## config.mk

```make
export PLATFORM = sky130hd
export DESIGN_NAME = shift_xfer_ctrl_flat
export DESIGN_NICKNAME = d
export VERILOG_FILES = /design/src/rtl/shift_xfer_ctrl_if.sv /design/src/rtl/shift_xfer_ctrl.sv /design/src/flat_wrapper.sv
export SDC_FILE = /design/constraint.sdc
export NUM_CORES = 1
export LEC_CHECK = 0
export ABC_CLOCK_PERIOD_IN_PS = 4700
export CAP_MARGIN = 20
export CORE_MARGIN = 2
export CORE_UTILIZATION = 50
export DETAILED_ROUTE_END_ITERATION = 10
export DONT_BUFFER_PORTS = 1
export GPL_ROUTABILITY_DRIVEN = 0
export SLEW_MARGIN = 20
export SYNTH_ARGS = -nofsm -noshare
export SYNTH_HDL_FRONTEND = slang
export SYNTH_SLANG_ARGS = --single-unit
```

## constraint.sdc

```tcl
create_clock -name clk -period 4.7 [get_ports clk]
set_clock_uncertainty 0.2 [all_clocks]
set_input_delay 0.235 -clock clk [delete_from_list [all_inputs] [get_ports clk]]
set_output_delay 0.235 -clock clk [all_outputs]
set_load 0.02 [all_outputs]
```

## src/rtl/shift_xfer_ctrl_if.sv

```systemverilog
// Host and shift-register side signals of the transfer sequencer, bundled as one port.
// master = requester/datapath side, slave = shift_xfer_ctrl.
interface shift_xfer_ctrl_if #(
  parameter int WIDTH = 8
);
  logic             start_valid;
  logic             start_ready;
  logic [WIDTH-1:0] tx_data;
  logic             dir;
  logic             abort;
  logic             sl;
  logic             sr;
  logic             sin;
  logic             sout_in;
  logic [WIDTH-1:0] rx_data;
  logic             done;
  logic             busy;

  modport master (
    output start_valid, tx_data, dir, abort, sout_in,
    input  start_ready, sl, sr, sin, rx_data, done, busy
  );

  modport slave (
    input  start_valid, tx_data, dir, abort, sout_in,
    output start_ready, sl, sr, sin, rx_data, done, busy
  );
endinterface

```

## src/rtl/shift_xfer_ctrl.sv

```systemverilog
// Drives WIDTH shift cycles per accepted word, captures the serial return, holds GAP_CYCLES, then pulses done (WIDTH+GAP_CYCLES+1 cycles).
// start_ready is high only in IDLE; requests outside IDLE are ignored, so the requester holds start_valid until accepted.
module shift_xfer_ctrl #(
  parameter int WIDTH      = 8,
  parameter int GAP_CYCLES = 2
) (
  input  logic               clk,
  input  logic               clear,
  shift_xfer_ctrl_if.slave   bus
);

  typedef enum logic [1:0] {
    IDLE  = 2'd0,
    SHIFT = 2'd1,
    GAP   = 2'd2,
    DONE  = 2'd3
  } state_t;

  localparam int CW = $clog2(WIDTH);
  localparam int GW = (GAP_CYCLES > 1) ? $clog2(GAP_CYCLES) : 1;
  localparam logic [CW-1:0] CNT_LAST = CW'(WIDTH - 1);
  localparam logic [GW-1:0] GAP_LAST = (GAP_CYCLES > 0) ? GW'(GAP_CYCLES - 1) : '0;

  state_t           state;
  logic [CW-1:0]    count;
  logic [GW-1:0]    gap_cnt;
  logic [WIDTH-1:0] tx_sh;
  logic [WIDTH-1:0] rx_sh;
  logic [WIDTH-1:0] rx_q;
  logic             dir_q;
  logic             sl_q;
  logic             sr_q;
  logic             sin_q;
  logic             done_q;
  logic             busy_q;
  logic             ready_q;

  assign bus.start_ready = ready_q;
  assign bus.sl          = sl_q;
  assign bus.sr          = sr_q;
  assign bus.sin         = sin_q;
  assign bus.rx_data     = rx_q;
  assign bus.done        = done_q;
  assign bus.busy        = busy_q;

  // Outputs are registered alongside the state, so each branch loads the values for the state it enters.
  always_ff @(posedge clk) begin
    if (clear) begin
      state   <= IDLE;
      count   <= '0;
      gap_cnt <= '0;
      tx_sh   <= '0;
      rx_sh   <= '0;
      rx_q    <= '0;
      dir_q   <= 1'b0;
      sl_q    <= 1'b0;
      sr_q    <= 1'b0;
      sin_q   <= 1'b0;
      done_q  <= 1'b0;
      busy_q  <= 1'b0;
      ready_q <= 1'b1;
    end else begin
      case (state)
        IDLE: begin
          if (bus.start_valid && ready_q) begin
            tx_sh   <= bus.tx_data;
            dir_q   <= bus.dir;
            count   <= '0;
            sl_q    <= ~bus.dir;
            sr_q    <= bus.dir;
            sin_q   <= bus.dir ? bus.tx_data[0] : bus.tx_data[WIDTH-1];
            busy_q  <= 1'b1;
            ready_q <= 1'b0;
            state   <= SHIFT;
          end
        end

        SHIFT: begin
          if (bus.abort) begin
            sl_q    <= 1'b0;
            sr_q    <= 1'b0;
            sin_q   <= 1'b0;
            busy_q  <= 1'b0;
            ready_q <= 1'b1;
            state   <= IDLE;
          end else begin
            tx_sh <= dir_q ? {1'b0, tx_sh[WIDTH-1:1]} : {tx_sh[WIDTH-2:0], 1'b0};
            rx_sh <= dir_q ? {bus.sout_in, rx_sh[WIDTH-1:1]} : {rx_sh[WIDTH-2:0], bus.sout_in};
            count <= count + 1'b1;
            if (count == CNT_LAST) begin
              sl_q    <= 1'b0;
              sr_q    <= 1'b0;
              sin_q   <= 1'b0;
              gap_cnt <= '0;
              if (GAP_CYCLES == 0) begin
                done_q <= 1'b1;
                state  <= DONE;
              end else begin
                state  <= GAP;
              end
            end else begin
              // Next bit to present is the one that moves into the output position this edge.
              sin_q <= dir_q ? tx_sh[1] : tx_sh[WIDTH-2];
            end
          end
        end

        GAP: begin
          if (bus.abort) begin
            busy_q  <= 1'b0;
            ready_q <= 1'b1;
            state   <= IDLE;
          end else if (gap_cnt == GAP_LAST) begin
            done_q <= 1'b1;
            state  <= DONE;
          end else begin
            gap_cnt <= gap_cnt + 1'b1;
          end
        end

        DONE: begin
          rx_q    <= rx_sh;
          done_q  <= 1'b0;
          busy_q  <= 1'b0;
          ready_q <= 1'b1;
          state   <= IDLE;
        end

        default: state <= IDLE;
      endcase
    end
  end

endmodule

```

## src/flat_wrapper.sv

```systemverilog
// flat-port wrapper written by rule: the top's interface ports become plain ports
module shift_xfer_ctrl_flat 
#(
  parameter int WIDTH      = 8,
  parameter int GAP_CYCLES = 2
)
  (clk, clear, bus_start_valid, bus_tx_data, bus_dir, bus_abort, bus_sout_in, bus_start_ready, bus_sl, bus_sr, bus_sin, bus_rx_data, bus_done, bus_busy);
  shift_xfer_ctrl_if #(.WIDTH(WIDTH)) bus_i ();
  input  logic clk;
  input  logic clear;
  input wire logic [$bits(bus_i.start_valid)-1:0] bus_start_valid;
  input wire logic [$bits(bus_i.tx_data)-1:0] bus_tx_data;
  input wire logic [$bits(bus_i.dir)-1:0] bus_dir;
  input wire logic [$bits(bus_i.abort)-1:0] bus_abort;
  input wire logic [$bits(bus_i.sout_in)-1:0] bus_sout_in;
  output wire logic [$bits(bus_i.start_ready)-1:0] bus_start_ready;
  output wire logic [$bits(bus_i.sl)-1:0] bus_sl;
  output wire logic [$bits(bus_i.sr)-1:0] bus_sr;
  output wire logic [$bits(bus_i.sin)-1:0] bus_sin;
  output wire logic [$bits(bus_i.rx_data)-1:0] bus_rx_data;
  output wire logic [$bits(bus_i.done)-1:0] bus_done;
  output wire logic [$bits(bus_i.busy)-1:0] bus_busy;
  assign bus_i.start_valid = bus_start_valid;
  assign bus_i.tx_data = bus_tx_data;
  assign bus_i.dir = bus_dir;
  assign bus_i.abort = bus_abort;
  assign bus_i.sout_in = bus_sout_in;
  assign bus_start_ready = bus_i.start_ready;
  assign bus_sl = bus_i.sl;
  assign bus_sr = bus_i.sr;
  assign bus_sin = bus_i.sin;
  assign bus_rx_data = bus_i.rx_data;
  assign bus_done = bus_i.done;
  assign bus_busy = bus_i.busy;
  shift_xfer_ctrl #(.WIDTH(WIDTH), .GAP_CYCLES(GAP_CYCLES)) u_core (.clk(clk), .clear(clear), .bus(bus_i));
endmodule
```

=== Word-level counts from Yosys, hierarchy flattened ===
Index checks and enable logic that the tools add are counted.

* Register bits: 37
* Output and inout port bits: 14
* Logic and storage cells: 83
* Input port bits: 14

* Multiplexer cells: 39
* Equal/unequal tests: 12
* Reduce and logical (&&, ||, !) cells: 15
* Add/subtract/negate cells: 2
* Bitwise operators: 2

{| class="wikitable"
|+ Operator list
! operator !! count
|-
| 2-to-1 mux 8 bit || 4
|-
| 2-to-1 mux 1 bit || 18
|-
| case mux 8 bit (2 select lines) || 1
|-
| AND reduction 3 bit || 4
|-
| 2-to-1 mux 2 bit || 5
|-
| case mux 1 bit (2 select lines) || 5
|-
| != test 2 x 1 -> 1 bit (second input constant) || 4
|-
| case mux 2 bit (4 select lines) || 1
|-
| AND reduction 2 bit || 4
|-
| 2-to-1 mux 3 bit || 2
|-
| != test 3 x 2 -> 1 bit (second input constant) || 2
|-
| case mux 1 bit (3 select lines) || 2
|-
| case mux 3 bit (2 select lines) || 1
|-
| nonzero test 2 bit || 3
|-
| equality test 2 bit (second input constant) || 2
|-
| != test 2 bit (second input constant) || 2
|-
| AND reduction 4 bit || 1
|-
| adder 3 x 1 -> 3 bit (second input constant) || 1
|-
| equality test 3 bit (second input constant) || 1
|-
| equality test 2 x 1 -> 1 bit (second input constant) || 1
|-
| logical NOT 2 bit || 1
|-
| NOT 1 bit || 2
|-
| OR reduction 2 bit || 1
|-
| adder 1 bit (second input constant) || 1
|-
| logical AND 1 bit || 1
|}

=== Logic depth before layout (Yosys ltp) ===
* Depth in word-level cells: 4
* Mapped depth: 8
* Mapped depth without buffers: 6

=== Least setup slack after synthesis ===
No wires, ideal clock.

* Kind: register to register
* From: register u_core.state[0]
* To: register u_core.tx_sh[0]
* Path slack: 2.800 ns
* Setup time: 0.129 ns
* Arrival: 1.572 ns
* Buffers on the path: 1
* Stages on the path, launching flop included: 8
* Data required time: 4.371 ns
* Period minus slack after synthesis: 1.900 ns
* Cells stage by stage: dfxtp_1 > inv_1 > ha_1 > a21boi_2 > a211o_1 > buf_6 > a311oi_2 > nor3_1

* Longest elaborated chain between the ends: 3
* Elaborated cells on any way between the ends: 7
* Those cells by class: eq/ne: 3; mux: 1; reduce/logical: 3

{| class="wikitable"
|+ RTL lines
! what !! line !! text
|-
| start: declaration || shift_xfer_ctrl.sv:24 || <nowiki>state_t state;</nowiki>
|-
| start signal: assignment || shift_xfer_ctrl.sv:49 || <nowiki>state <= IDLE;</nowiki>
|-
| start signal: assignment || shift_xfer_ctrl.sv:74 || <nowiki>state <= SHIFT;</nowiki>
|-
| start signal: assignment || shift_xfer_ctrl.sv:85 || <nowiki>state <= IDLE;</nowiki>
|-
| equality test 2 x 1 -> 1 bit / logical NOT 2 bit (equally long branches) || shift_xfer_ctrl.sv:63 || <nowiki>case (state)</nowiki>
|-
| != test 2 bit (no line) (tied with other cells) || n/a ||
|-
| AND reduction 3 bit (no line) || n/a ||
|-
| end signal: assignment || shift_xfer_ctrl.sv:66 || <nowiki>tx_sh <= bus.tx_data;</nowiki>
|-
| end signal: assignment || shift_xfer_ctrl.sv:87 || <nowiki>tx_sh <= dir_q ? {1'b0, tx_sh[WIDTH-1:1]} : {tx_sh[WIDTH-2:0], 1'b0};</nowiki>
|-
| end: declaration || shift_xfer_ctrl.sv:27 || <nowiki>logic [WIDTH-1:0] tx_sh;</nowiki>
|}

Parallel ways exist; a longest one is shown, timed or not.
A chain may end at the register's enable or synchronous reset.

=== Final worst setup path ===
* From: register u_core.state[1]
* To: register u_core.gap_cnt

* Longest elaborated chain between the ends: 3
* Elaborated cells on any way between the ends: 8
* Those cells by class: eq/ne: 5; mux: 1; reduce/logical: 2

{| class="wikitable"
|+ RTL lines
! what !! line !! text
|-
| equality test 2 x 1 -> 1 bit / equality test 2 bit (equally long branches) || shift_xfer_ctrl.sv:63 ||
|-
| != test 2 x 1 -> 1 bit (no line) (tied with other cells) || n/a ||
|-
| AND reduction 4 bit (no line) || n/a ||
|-
| end signal: assignment || shift_xfer_ctrl.sv:117 || <nowiki>gap_cnt <= gap_cnt + 1'b1;</nowiki>
|-
| end: declaration || shift_xfer_ctrl.sv:26 || <nowiki>logic [GW-1:0] gap_cnt;</nowiki>
|}

Parallel ways exist; a longest one is shown, timed or not.

==> flow_summary.toml <==
[grt]
grt_pass1_vias = 1339
grt_max_degree = 37
grt_pass1_wl_mm = 6.09
grt_usage = 0.188
overflow = 0
antenna_found_initial = 0

[power_and_ir_drop]
swShare = 0.351
power_leakage_nw = 0.706
power.density_nw_per_um2 = 387
peakVddDrop_mv = 0.219
internal_power_w = 0.000500
power_frac_seq = 0.515
share_comb_of_total_power = 0.263
pwr-share-clk = 0.222
switchingPower_w = 0.000270

[setup_path]
ff2ff_setup_slack_ns = 1.91
cp-endpoint = "u_core.gap_cnt"
path_class = "register to register"
crit_start = "u_core.state[1]"
crit_arrival_ns = 2.83
end_kind = "register"
critical_path_required_ns = 4.74
ff2ff_path_depth = 6
cp-start-kind = "register"
r2r_start = "u_core.state[1]"
critPathMaxFanout = 27
r2r-end = "u_core.gap_cnt"

[placement]
place_ws_ns = 1.92
io_buffers = 0
dpl_cell_area_um2 = 1780
dp_hpwl_mm = 2.33

[drt]
routed_via_density = 5.45
drc = 0
route.detailed.wl_per_inst_um = 14.0
drt_iter0_drc = 101
dr.pass1.iters = 4
vias = 1379
drt-total-wl_mm = 3.55
detail-route-antenna-nets = 0

[die]
initial_utilization = 0.532
dieArea_um2 = 4100
die_h_um = 64.0
rows = 21
die_w_um = 64.0
boundaryPins = 28
core_um2 = 3390

[final_layout]
n_antenna_cell = 0
fin_area_um2 = 1990
drive_gt1_frac = 0.0676
syn2layout_area_growth_pct = 10.4
final_nets = 228

[synthesis]
synth-async-reset-ratio = 0
synth_common_cells = "37 x dfxtp_1, 32 x nor2_1, 27 x mux2i_1, 17 x nand2_1, 13 x a21oi_1"
yosys_warnings = 0
synth_most_common_cell = "dfxtp_1"
yosysTopAreaCellShare = 0.411
ys_seq_area_frac = 0.411
synth.area.top_cells = "dfxtp_1 41%, mux2i_1 15%, nor2_1 6.7%"
synth_area_um2 = 1800
yosys.cell_types.count = 32
ys_ff_latch = 37
syn_inst = 199
syn_nets = 221
synth_ff_type = "dfxtp_1"
synth_area_per_cell_um2 = 9.05
synth_edf_count = 0
netlist.top_cell.by_area = "dfxtp_1"

[timing]
max_freq_ghz = 0.359
finalCritPeriodShare = 0.593
worst_pin_slew_ns = 1.01
hold_slack_ns = 0.0175
setup_viol = 0
rsz0062_at_grt = "false"
slew_viol_final = 0
layout_setup_ws_ns = 1.91
setup_tns_ns = 0
fin_crit_ns = 2.79
finalHoldViolCount = 0
max-slew-margin-rel = 0.324

[cts]
cts_tree = "built"
cts.clk_slew.worst_paths_ns = 0.12
cts-root-buf = "clkbuf_4"
cts.htree.levels = 2
clk_latency_ns = 0.34
cts_buffer_depth = 2
clkSinkCount = 37
cts_setup_buffers = 0
cts_buffers = 5

[status]
status = "complete, no violations"

[worst_hold_path]
worstHoldPathType = "primary input to register"
min_from = "bus_abort"

[run]
drv_cap = 0
==> worst min-delay path by stage <==
stage                       to  cells past startpoint
6_report       u_core.state[0]                      3
5_1_grt        u_core.state[0]                      3
4_1_cts        u_core.state[0]                      3
3_5_place_dp   u_core.tx_sh[3]                      1
3_3_place_gp     u_core.bus.sr                      1
2_1_floorplan    u_core.bus.sr                      2
==> cell type report <==
type / instances / area (um^2)
Clock inverter: 3 / 21.3
Clock buffer: 5 / 37.5
Inverter: 4 / 15.0
Timing Repair Buffer: 14 / 150
Multi-Input combinational cell: 144 / 967
Tap cell: 46 / 57.6
Sequential cell: 37 / 741
Fill cell: 307 / 1400
==> cell usage in the layout (no fill, tap or decap), types with 5 or more instances in the layout <==
cell type | Yosys | routed
dfxtp_1 | 37 | 37
nor2_1 | 32 | 32
mux2i_1 | 27 | 27
nand2_1 | 17 | 17
a21oi_1 | 13 | 13
dlygate4sd3_1 | 0 | 13
a211oi_1 | 10 | 10
ha_1 | 8 | 8
o211ai_1 | 6 | 6
nor3_1 | 5 | 5
clkbuf_4 | 0 | 5
==> sequential cells by signal, summed over array words and instances (netlist names), 2 cells and up <==
name	cells
u_core.bus.rx_data	8
u_core.count	3
u_core.rx_sh	8
u_core.tx_sh	8
u_core.state	2
==> per-stage QoR <==
step	utilization	instances	power (W)
2_1_floorplan	-	199	0.000570
3_3_place_gp	0.525	231	0.000582
3_5_place_dp	0.525	231	0.000589
4_1_cts	0.587	253	0.000777
5_1_grt	0.587	253	0.000823
6_report	0.587	253	0.000770
==> logic make-up after synthesis <==
| group | count (synthesis) | synth area share |
|---|---|---|
| AO/OA/AOI/OAI | 44 | 0.176 |
| adder cells (fa/ha/maj) | 8 | 0.0556 |
| buffers and inverters | 18 | 0.0521 |
| flip-flops | 37 | 0.411 |
| multiplexers | 27 | 0.150 |
| AND/OR/NAND/NOR | 65 | 0.156 |
==> power groups by stage <==
stage / logic, W / clock network [W] / registers, W
after global routing: 0.000228 / 0.000193 / 0.000402
after global placement: 0.000180 / 0 / 0.000402
final: 0.000203 / 0.000171 / 0.000396
after detailed placement: 0.000186 / 0 / 0.000403
after CTS: 0.000203 / 0.000178 / 0.000396
after floorplan: 0.000183 / 0 / 0.000387
==> routing by layer <==
layer / wire [um] / up-vias / GRT usage / share of wire
li1: - / 711 / - / -
met1: 1700 / 634 / 0.242 / 0.48
met4: 40 / 0 / 0.0652 / 0.011
met3: 171 / 5 / 0.0475 / 0.048
met5: 0 / - / 0 / 0
met2: 1640 / 29 / 0.306 / 0.46
==> critical path: stages, from the launching register on <==
cell     delay [ns]
dfxtp_1        0.37
inv_1          0.12
ha_1           0.78
nor2b_1        0.88
nand2_1        0.11
a21oi_1        0.17
nor3_1         0.06
==> what timing repair did <==
item                      4_1_cts  5_1_grt
gates resized for setup         0        0
hold endpoints to repair       37        0
hold buffers                   14        0
No activity file was read; power rests on OpenSTA's default activity.
